==> src/rtl/uart_hex_dump_if.sv <==
// Byte-stream and transmitter handshake bundle for uart_hex_dump.
// The DUT side uses the slave modport; the environment uses master.
interface uart_hex_dump_if #(
  parameter int FIFO_DEPTH = 16
);
  localparam int LW = $clog2(FIFO_DEPTH) + 1;

  logic          in_valid;
  logic [7:0]    in_data;
  logic          tx_busy;
  logic          tx_en;
  logic [7:0]    tx_data;
  logic          overflow;
  logic [LW-1:0] level;
  logic          idle;

  modport master (
    output in_valid, in_data, tx_busy,
    input  tx_en, tx_data, overflow, level, idle
  );

  modport slave (
    input  in_valid, in_data, tx_busy,
    output tx_en, tx_data, overflow, level, idle
  );
endinterface

==> src/rtl/uart_hex_dump.sv <==
// Buffers received bytes and re-emits them as spaced ASCII hex pairs with CR LF line breaks.
// Define UART_HEX_DUMP_ADDR_EN to prefix each line with a 4-digit offset, a colon and a space.
module uart_hex_dump #(
  parameter int BYTES_PER_LINE = 8,
  parameter int FIFO_DEPTH     = 16,
  parameter int UPPERCASE      = 1
) (
  input logic            CLK,
  input logic            RST,
  uart_hex_dump_if.slave bus
);
  // state | meaning
  // IDLE  | nothing in flight; pops a byte once the FIFO has one and tx is free
  // NEXT  | present the character at pos_q and pulse tx_en
  // ACK   | wait for the transmitter to report busy
  // DONE  | wait for busy to drop, then advance position or fetch the next byte
  typedef enum logic [1:0] {S_IDLE, S_NEXT, S_ACK, S_DONE} state_t;

  localparam int         AW       = $clog2(FIFO_DEPTH);
  localparam logic [7:0] LAST_COL = 8'(BYTES_PER_LINE - 1);
  // Positions 0..5 are the offset prefix; they exist only with the offset column.
  localparam logic [3:0] POS_HI   = 4'd6;
  localparam logic [3:0] POS_LO   = 4'd7;
  localparam logic [3:0] POS_SEP  = 4'd8;
  localparam logic [3:0] POS_LF   = 4'd9;

  function automatic logic [7:0] hex_char(input logic [3:0] n, input logic upper);
    if (n < 4'd10)  return 8'h30 + {4'h0, n};
    else if (upper) return 8'h37 + {4'h0, n};
    else            return 8'h57 + {4'h0, n};
  endfunction

  state_t        state_q, state_d;
  logic [3:0]    pos_q, pos_d;
  logic [7:0]    col_q, col_d;
  logic [7:0]    byte_q, byte_d;
  logic [7:0]    txd_q, txd_d;
  logic [7:0]    ch;
  logic          pop, take, tx_en_c;

  logic [7:0]    mem [FIFO_DEPTH];
  logic [AW-1:0] wr_ptr, rd_ptr;
  logic [AW:0]   count;
  logic          full, empty, push, overflow_q;

`ifdef UART_HEX_DUMP_ADDR_EN
  logic [15:0]   off_q, off_d;
  logic [15:0]   addr_q, addr_d;
`endif

  assign empty = (count == '0);
  assign full  = (count == (AW+1)'(FIFO_DEPTH));
  // A pop in the same cycle frees a slot, so a full FIFO can still accept.
  assign push  = bus.in_valid && (!full || pop);

  always_ff @(posedge CLK or posedge RST) begin
    if (RST) begin
      wr_ptr     <= '0;
      rd_ptr     <= '0;
      count      <= '0;
      overflow_q <= 1'b0;
    end else begin
      if (push) wr_ptr <= wr_ptr + 1'b1;
      if (pop)  rd_ptr <= rd_ptr + 1'b1;
      if (push && !pop)      count <= count + 1'b1;
      else if (pop && !push) count <= count - 1'b1;
      if (bus.in_valid && !push) overflow_q <= 1'b1;
    end
  end

  always_ff @(posedge CLK) begin
    if (push) mem[wr_ptr] <= bus.in_data;
  end

  always_comb begin
    ch = 8'h20;
    case (pos_q)
`ifdef UART_HEX_DUMP_ADDR_EN
      4'd0:    ch = hex_char(addr_q[15:12], 1'b1);
      4'd1:    ch = hex_char(addr_q[11:8],  1'b1);
      4'd2:    ch = hex_char(addr_q[7:4],   1'b1);
      4'd3:    ch = hex_char(addr_q[3:0],   1'b1);
      4'd4:    ch = 8'h3A;
      4'd5:    ch = 8'h20;
`endif
      POS_HI:  ch = hex_char(byte_q[7:4], UPPERCASE != 0);
      POS_LO:  ch = hex_char(byte_q[3:0], UPPERCASE != 0);
      POS_SEP: ch = (col_q == LAST_COL) ? 8'h0D : 8'h20;
      POS_LF:  ch = 8'h0A;
      default: ch = 8'h20;
    endcase
  end

  always_ff @(posedge CLK or posedge RST) begin
    if (RST) begin
      state_q <= S_IDLE;
      pos_q   <= POS_HI;
      col_q   <= 8'h00;
      byte_q  <= 8'h00;
      txd_q   <= 8'h00;
`ifdef UART_HEX_DUMP_ADDR_EN
      off_q   <= 16'h0000;
      addr_q  <= 16'h0000;
`endif
    end else begin
      state_q <= state_d;
      pos_q   <= pos_d;
      col_q   <= col_d;
      byte_q  <= byte_d;
      txd_q   <= txd_d;
`ifdef UART_HEX_DUMP_ADDR_EN
      off_q   <= off_d;
      addr_q  <= addr_d;
`endif
    end
  end

  always_comb begin
    state_d = state_q;
    pos_d   = pos_q;
    col_d   = col_q;
    byte_d  = byte_q;
    txd_d   = txd_q;
    pop     = 1'b0;
    take    = 1'b0;
    tx_en_c = 1'b0;
`ifdef UART_HEX_DUMP_ADDR_EN
    off_d   = off_q;
    addr_d  = addr_q;
`endif
    case (state_q)
      S_IDLE: begin
        if (!empty && !bus.tx_busy) take = 1'b1;
      end
      S_NEXT: begin
        if (!bus.tx_busy) begin
          tx_en_c = 1'b1;
          txd_d   = ch;
          state_d = S_ACK;
        end
      end
      S_ACK: begin
        if (bus.tx_busy) state_d = S_DONE;
      end
      S_DONE: begin
        if (!bus.tx_busy) begin
          if (pos_q == POS_SEP && col_q == LAST_COL) begin
            pos_d   = POS_LF;
            state_d = S_NEXT;
          end else if (pos_q < POS_SEP) begin
            pos_d   = pos_q + 4'd1;
            state_d = S_NEXT;
          end else begin
            col_d = (pos_q == POS_LF) ? 8'h00 : col_q + 8'h01;
            if (!empty) take = 1'b1;
            else        state_d = S_IDLE;
          end
        end
      end
      default: state_d = S_IDLE;
    endcase

    if (take) begin
      pop     = 1'b1;
      byte_d  = mem[rd_ptr];
      state_d = S_NEXT;
`ifdef UART_HEX_DUMP_ADDR_EN
      addr_d  = off_q;
      off_d   = off_q + 16'h0001;
      pos_d   = (col_d == 8'h00) ? 4'd0 : POS_HI;
`else
      pos_d   = POS_HI;
`endif
    end
  end

  assign bus.tx_en    = tx_en_c;
  assign bus.tx_data  = tx_en_c ? ch : txd_q;
  assign bus.overflow = overflow_q;
  assign bus.level    = count;
  assign bus.idle     = empty && (state_q == S_IDLE);
endmodule

==> src/flat_wrapper.sv <==
// flat-port wrapper written by rule: the top's interface ports become plain ports
module uart_hex_dump_flat 
#(
  parameter int BYTES_PER_LINE = 8,
  parameter int FIFO_DEPTH     = 16,
  parameter int UPPERCASE      = 1
)
  (CLK, RST, bus_in_valid, bus_in_data, bus_tx_busy, bus_tx_en, bus_tx_data, bus_overflow, bus_level, bus_idle);
  uart_hex_dump_if #(.FIFO_DEPTH(FIFO_DEPTH)) bus_i ();
  input logic CLK;
  input logic RST;
  input wire logic [$bits(bus_i.in_valid)-1:0] bus_in_valid;
  input wire logic [$bits(bus_i.in_data)-1:0] bus_in_data;
  input wire logic [$bits(bus_i.tx_busy)-1:0] bus_tx_busy;
  output wire logic [$bits(bus_i.tx_en)-1:0] bus_tx_en;
  output wire logic [$bits(bus_i.tx_data)-1:0] bus_tx_data;
  output wire logic [$bits(bus_i.overflow)-1:0] bus_overflow;
  output wire logic [$bits(bus_i.level)-1:0] bus_level;
  output wire logic [$bits(bus_i.idle)-1:0] bus_idle;
  assign bus_i.in_valid = bus_in_valid;
  assign bus_i.in_data = bus_in_data;
  assign bus_i.tx_busy = bus_tx_busy;
  assign bus_tx_en = bus_i.tx_en;
  assign bus_tx_data = bus_i.tx_data;
  assign bus_overflow = bus_i.overflow;
  assign bus_level = bus_i.level;
  assign bus_idle = bus_i.idle;
  uart_hex_dump #(.BYTES_PER_LINE(BYTES_PER_LINE), .FIFO_DEPTH(FIFO_DEPTH), .UPPERCASE(UPPERCASE)) u_core (.CLK(CLK), .RST(RST), .bus(bus_i));
endmodule
==> config.mk <==
export PLATFORM = sky130hd
export DESIGN_NAME = uart_hex_dump_flat
export DESIGN_NICKNAME = d
export VERILOG_FILES = /design/src/rtl/uart_hex_dump_if.sv /design/src/rtl/uart_hex_dump.sv /design/src/flat_wrapper.sv
export SDC_FILE = /design/constraint.sdc
export NUM_CORES = 1
export LEC_CHECK = 0
export ABC_AREA = 1
export CAP_MARGIN = 20
export CORE_MARGIN = 2
export CORE_UTILIZATION = 58
export CTS_CLUSTER_SIZE = 12
export DETAILED_ROUTE_END_ITERATION = 7
export PLACE_DENSITY = 0.82
export SETUP_SLACK_MARGIN = 0.4
export SLEW_MARGIN = 20
export SYNTH_ARGS = -nofsm -noshare
export SYNTH_HDL_FRONTEND = slang
export SYNTH_SLANG_ARGS = --single-unit
==> constraint.sdc <==
create_clock -name CLK -period 3.7 [get_ports CLK]
set_clock_uncertainty 0.05 [all_clocks]
set_input_delay 0.925 -clock CLK [delete_from_list [all_inputs] [get_ports CLK]]
set_output_delay 0.925 -clock CLK [all_outputs]
set_load 0.005 [all_outputs]
Yosys cells after proc, flatten, opt, wreduce, memory -nomap -nowiden
Memory sizes are Yosys's and may differ from the RTL's. A register that Yosys moved wholly into a read port is not among the register bits. Cells that the tools add are included.

Bits in registers: 36. Memory bits (writable): 128. Memories kept: 1. Bits of input ports: 12. Output and inout bits: 16. Word-level logic and storage cells: 94.

Multiplexer cells: 32. Order comparisons: 3. Reductions and logical operators: 23. Bitwise gates (word level): 3. Eq/ne operators: 14. Add/subtract/negate cells: 10.

Memory list: u_core.mem (depth 16, bits a word 8, rd ports 1, clocked after Yosys merged registers in 1, write ports 1, RTL line uart_hex_dump.sv:41) `logic [7:0] mem [FIFO_DEPTH];`.

Operators by type and width (count): 2-to-1 mux 8 bit (4); case mux 8 bit (4 select lines) (1); adder 6 x 4 -> 7 bit (first input constant) (4); 2-to-1 mux 4 bit (5); 2-to-1 mux 2 bit (7); adder 4 x 1 -> 4 bit (second input constant) (3); less-than comparator 4 bit (second input constant) (3); 2-to-1 mux 1 bit (10); 2-to-1 mux 5 bit (2); inequality test 3 x 2 -> 1 bit (second input constant) (3); adder 8 x 1 -> 8 bit (second input constant) (1); equality test 4 x 3 -> 1 bit (second input constant) (2); equality test 4 bit (second input constant) (2); equality test 8 x 3 -> 1 bit (second input constant) (1); logical AND 1 bit (7); 2-to-1 mux 6 bit (1); case mux 2 bit (3 select lines) (1); adder 5 x 1 -> 5 bit (second input constant) (1); equality test 5 bit (second input constant) (1); zero test 1 bit (5); zero test 5 bit (1); inequality test 5 x 1 -> 1 bit (second input constant) (1); AND reduction 5 bit (1); subtractor 5 x 1 -> 5 bit (second input constant) (1); other kinds (13) (17).

Logic depth before layout (Yosys ltp)
Depth in word-level cells: 13. Depth in mapped cells: 20.

Worst setup path after synthesis
OpenSTA, ideal clock, no wires.

Kind: input to register. Start point: input port bus_tx_busy. End point: register u_core.count[4] (netlist: u_core.bus.level[4]). Setup slack: 0.606 ns. Setup time: 0.123 ns. Data required time: 3.527 ns. Cell stages on the path: 16. Data arrival time: 2.921 ns. Cells stage by stage: nor2_1 > nand3_4 > nand2_4 > nand2_8 > nand2_4 > nand2_4 > buf_6 > inv_1 > ha_1 > inv_1 > fa_1 > a21oi_1 > nor2_1 > o21ai_0 > nand3_1 > xor2_1.

Longest elaborated chain between the ends: 10.

RTL lines: from (decl) (RTL line flat_wrapper.sv:14) `input wire logic [$bits(bus_i.tx_busy)-1:0] bus_tx_busy;`; zero test 1 bit (RTL line uart_hex_dump.sv:133) `if (!empty && !bus.tx_busy) take = 1'b1;`; logical AND 1 bit (RTL line uart_hex_dump.sv:133); 2-to-1 mux 1 bit (RTL line uart_hex_dump.sv:133); case mux 1 bit (2 select lines) (*) (RTL line uart_hex_dump.sv:131) `case (state_q)`; 2-to-1 mux 1 bit (*) (RTL line uart_hex_dump.sv:163) `if (take) begin`; logical OR 1 bit (*) (RTL line uart_hex_dump.sv:54) `assign push = bus.in_valid && (!full || pop);`; logical AND 1 bit (*) (RTL line uart_hex_dump.sv:54); net u_core.push (RTL line uart_hex_dump.sv:44) `logic full, empty, push, overflow_q;`; zero test 1 bit (RTL line uart_hex_dump.sv:66) `else if (pop && !push) count <= count - 1'b1;`; logical AND 1 bit (RTL line uart_hex_dump.sv:66); nonzero test 2 bit (no source line); to (signal assigned) (RTL line uart_hex_dump.sv:65) `if (push && !pop) count <= count + 1'b1;`; to (signal assigned) (RTL line uart_hex_dump.sv:66); to (decl) (RTL line uart_hex_dump.sv:43) `logic [AW:0] count;`.

Mark *: on every way through the listed nets, which the timed path passes. The rest lies on a longest branch. A chain may end at the register's enable or synchronous reset.

Worst setup path after layout
Start point: register u_core.pos_q[0]. End point: output port bus_tx_data[2].

Longest elaborated chain between the ends: 3.

RTL lines: from (decl) (RTL line uart_hex_dump.sv:34) `logic [3:0] pos_q, pos_d;`; from (signal assigned) (RTL line uart_hex_dump.sv:107) `pos_q <= pos_d;`; equality test 4 bit, or another cell as far along (RTL line uart_hex_dump.sv:77) `case (pos_q)`; case mux 8 bit (4 select lines) (*) (RTL line uart_hex_dump.sv:77); 2-to-1 mux 8 bit (*) (RTL line uart_hex_dump.sv:178) `assign bus.tx_data = tx_en_c ? ch : txd_q;`; to (decl) (RTL line flat_wrapper.sv:16) `output wire logic [$bits(bus_i.tx_data)-1:0] bus_tx_data;`.

Every way passes the cells marked *; elsewhere a longest branch is shown, timed or not.

==> results.json <==
{
  "run_status": "finished, final reports clean",
  "cts.sinks": 171,
  "grt_antenna_before_repair": 1,
  "die_w_um": 120,
  "fmax_ghz": 0.301,
  "antennaDiodeCount": 0,
  "netlist_area_sq_um": 7740,
  "drcViolationCount": 0,
  "rows": 42,
  "layout-drive-gt1-share_pct": 11.9,
  "synth_top_flop_cell": "edfxtp_1",
  "cts-root-buf": "clkbuf_16",
  "critical_path.max_fanout": 6,
  "critPathKind": "reg -> out",
  "boundaryPins": 28,
  "final.period_utilization_pct": 89.8,
  "total_count_of_max_transition_violations_in_the_final_report": 0,
  "worst_r2r_endpoint": "u_core.bus.level[4]",
  "rsz_0062_raised_after_global_routing": "true",
  "yosysSeqAreaShare_pct": 63.6,
  "required_ns": 2.72,
  "yosysWarnings": 0,
  "global_route.usage.total_pct": 25.8,
  "worstHoldPathType": "reg -> reg",
  "grt_start_max_net_pins": 68,
  "antenna_left": 0,
  "synth_top_cells_by_count": "189 x nand2_1, 128 x edfxtp_1, 79 x nor2_1, 63 x o21ai_0, 45 x inv_1",
  "htree_levels": 4,
  "num-nets-final": 819,
  "max-slew-margin-rel_pct": 40.1,
  "core-area_sq_um": 13100,
  "synth_enable_flop_cells": 128,
  "yosysUniqueCellTypes": 43,
  "yosysTopAreaCellShare_pct": 49.6,
  "postCtsHoldBufs": 0,
  "share_comb_of_total_power_pct": 36.7,
  "power.share.sequential_pct": 38.5,
  "intPower_mw": 4.20,
  "syn2layout_area_growth_pct": 16.2,
  "clk_path_buf_depth": 2,
  "routed_wl_mm": 18.1,
  "crit-reg2reg-launch": "u_core.pos_q[1]",
  "dp_hpwl_mm": 10.7,
  "end_of_the_worst_hold_path": "u_core.bus.overflow",
  "drtPass1Iterations": 8,
  "fin_util_pct": 68.5,
  "tritoncts.num_buffers": 17,
  "fin_crit_ns": 3.32,
  "power.static_leakage_nw": 3.54,
  "die_area_sq_um": 14300,
  "reg2reg_slack_ns": 0.57,
  "grt_first_pass_wirelength_mm": 28.0,
  "postSynth.asyncResetShare_pct": 25.1,
  "first_global_vias": 5619,
  "routedWlPerCell_um": 18.6,
  "tns_ns": 0,
  "die_y_um": 120,
  "number_of_register_bits_inferred_by_synthesis": 171,
  "synthesis.area_per_instance_sq_um": 10.4,
  "routed_vias_inst": 5.90,
  "start_util_pct": 58.9,
  "sw_frac_of_total_pct": 40.0,
  "placement.io_buffers": 26,
  "synthesis.instances": 741,
  "worst_setup_path_start_kind": "flop",
  "post_synth_main_area_contributors": "edfxtp_1 50%, dfrtp_1 13%, nand2_1 9.2%",
  "max_cap_viol_count": 0,
  "r2r_cells": 18,
  "finalHoldViolCount": 0,
  "clkSlewWorstSetupHoldPaths_ns": 0.07,
  "synth_fp_nets": 774,
  "via_count": 5753,
  "place_congestion": 0.889,
  "p_per_area_nw_per_um2": 780,
  "drc_marker_count_from_the_first_detailed_route_iteration": 577,
  "critical_path.endpoint_type": "primary output",
  "worstSkewPairLatency_ns": 0.45,
  "yosysMostFrequentCell": "nand2_1",
  "overflow": 0,
  "max_slew.worst_pin.slew_ns": 0.899,
  "worstHoldPathCells": 1,
  "timing.critical_path.arrival_ns": 2.35,
  "netlist.top_cell.by_area": "edfxtp_1",
  "hold_path_startpoint": "u_core.bus.overflow",
  "cts_tree": "yes",
  "power.net_switching_mw": 2.81,
  "timing.final.setup_violations": 0,
  "p_clk_share_pct": 24.8,
  "vdd_ir_drop_max_v": 0.000511
}
[area by class of cell]
type	instances	area (sq um)
multi-input combinational	493	2610
sequential	171	4920
fill	916	4140
tap	176	220
clock inverter	15	155
timing repair buffer	53	462
clock buffer	17	425
inverter	50	201
[registers in the layout, indices dropped and copies added, names as in the netlist]
register / flops
u_core.bus.level: 5
u_core.bus.overflow: 1
u_core.byte_q: 8
u_core.col_q: 8
u_core.mem: 128
u_core.pos_q: 4
u_core.rd_ptr: 4
u_core.state_q: 2
u_core.txd_q: 7
u_core.wr_ptr: 4
[per-stage QoR]
step                      power (mW)  std cells  area (sq um)  setup slack, ns  hold slack (ns)
final                           7.01        975          8990            0.379            0.440
after global routing            7.42        975          8990            0.319            0.465
after CTS                       6.81        971          8860            0.405            0.437
after detailed placement        5.06        939          8260          0.00696            0.418
after global placement          4.92        939          8260            0.135            0.411
after floorplan                 4.26        741          7740            0.606            0.416
[routing by layer]
| layer | GRT usage [%] | share of wire (%) | vias up |
|---|---|---|---|
| met4 | 11.8 | 2.2 | 0 |
| met5 | 0 | 0 | - |
| met2 | 43.4 | 52 | 274 |
| met3 | 6.75 | 7.3 | 42 |
| met1 | 31.2 | 38 | 2801 |
| li1 | - | - | 2636 |
[power groups by stage]
stage | sequential (mW) | clock (mW) | combinational [mW]
4_1_cts | 2.66 | 1.75 | 2.40
2_1_floorplan | 2.59 | 0 | 1.67
6_report | 2.70 | 1.74 | 2.57
3_5_place_dp | 2.69 | 0 | 2.36
5_1_grt | 2.73 | 1.84 | 2.85
3_3_place_gp | 2.67 | 0 | 2.24
[worst max-delay path: stages, from the launching register on]
cell and delay [ns]:
dfrtp_2 0.48, inv_1 0.16, ha_4 0.16, nand3_4 0.11
inv_4 0.09, o211ai_1 0.10, o31ai_1 0.09, o22a_1 0.20
clkdlybuf4s50_1 0.50
[worst max path at each step]
stage / cells past startpoint / end / from
floorplan: 16 / u_core.bus.level[4] / bus_tx_busy
global placement: 7 / bus_tx_data[2] / bus_tx_busy
detailed placement: 16 / u_core.bus.level[3] / bus_tx_busy
CTS: 8 / bus_tx_data[2] / u_core.pos_q[0]
global route: 8 / bus_tx_data[2] / u_core.pos_q[0]
finish: 8 / bus_tx_data[2] / u_core.pos_q[0]
[repair_timing]
| action | in CTS | in global routing |
|---|---|---|
| buffers inserted | 0 | 4 |
| gates resized for setup | 10 | 29 |
| endpoints found under the setup margin | 8 | 9 |
| pin swaps | 0 | 5 |
[cells in the final DEF, fill, tap and decap left out, drive strengths merged, types with 5 or more instances in the layout]
master / instances
edfxtp: 128
clkdlybuf4s50: 22
clkbuf: 17
ha: 20
a21oi: 29
inv: 55
dfrtp: 41
nand2: 194
o31ai: 5
a31oi: 5
o21ai: 72
nand3: 41
clkinv: 10
nor2: 81
xor2: 9
buf: 27
o211ai: 12
nand4: 5
[cell families after synthesis]
logic type	count (synthesis)	share of synthesized area (%)
other cells	1	0.0484
flops	171	63.6
xor+xnor	12	1.36
buf+inv	77	4.17
fa+ha+maj	21	3.49
simple gates	329	18.0
compound gates	130	9.32
No activity file was read; power rests on OpenSTA's default activity.
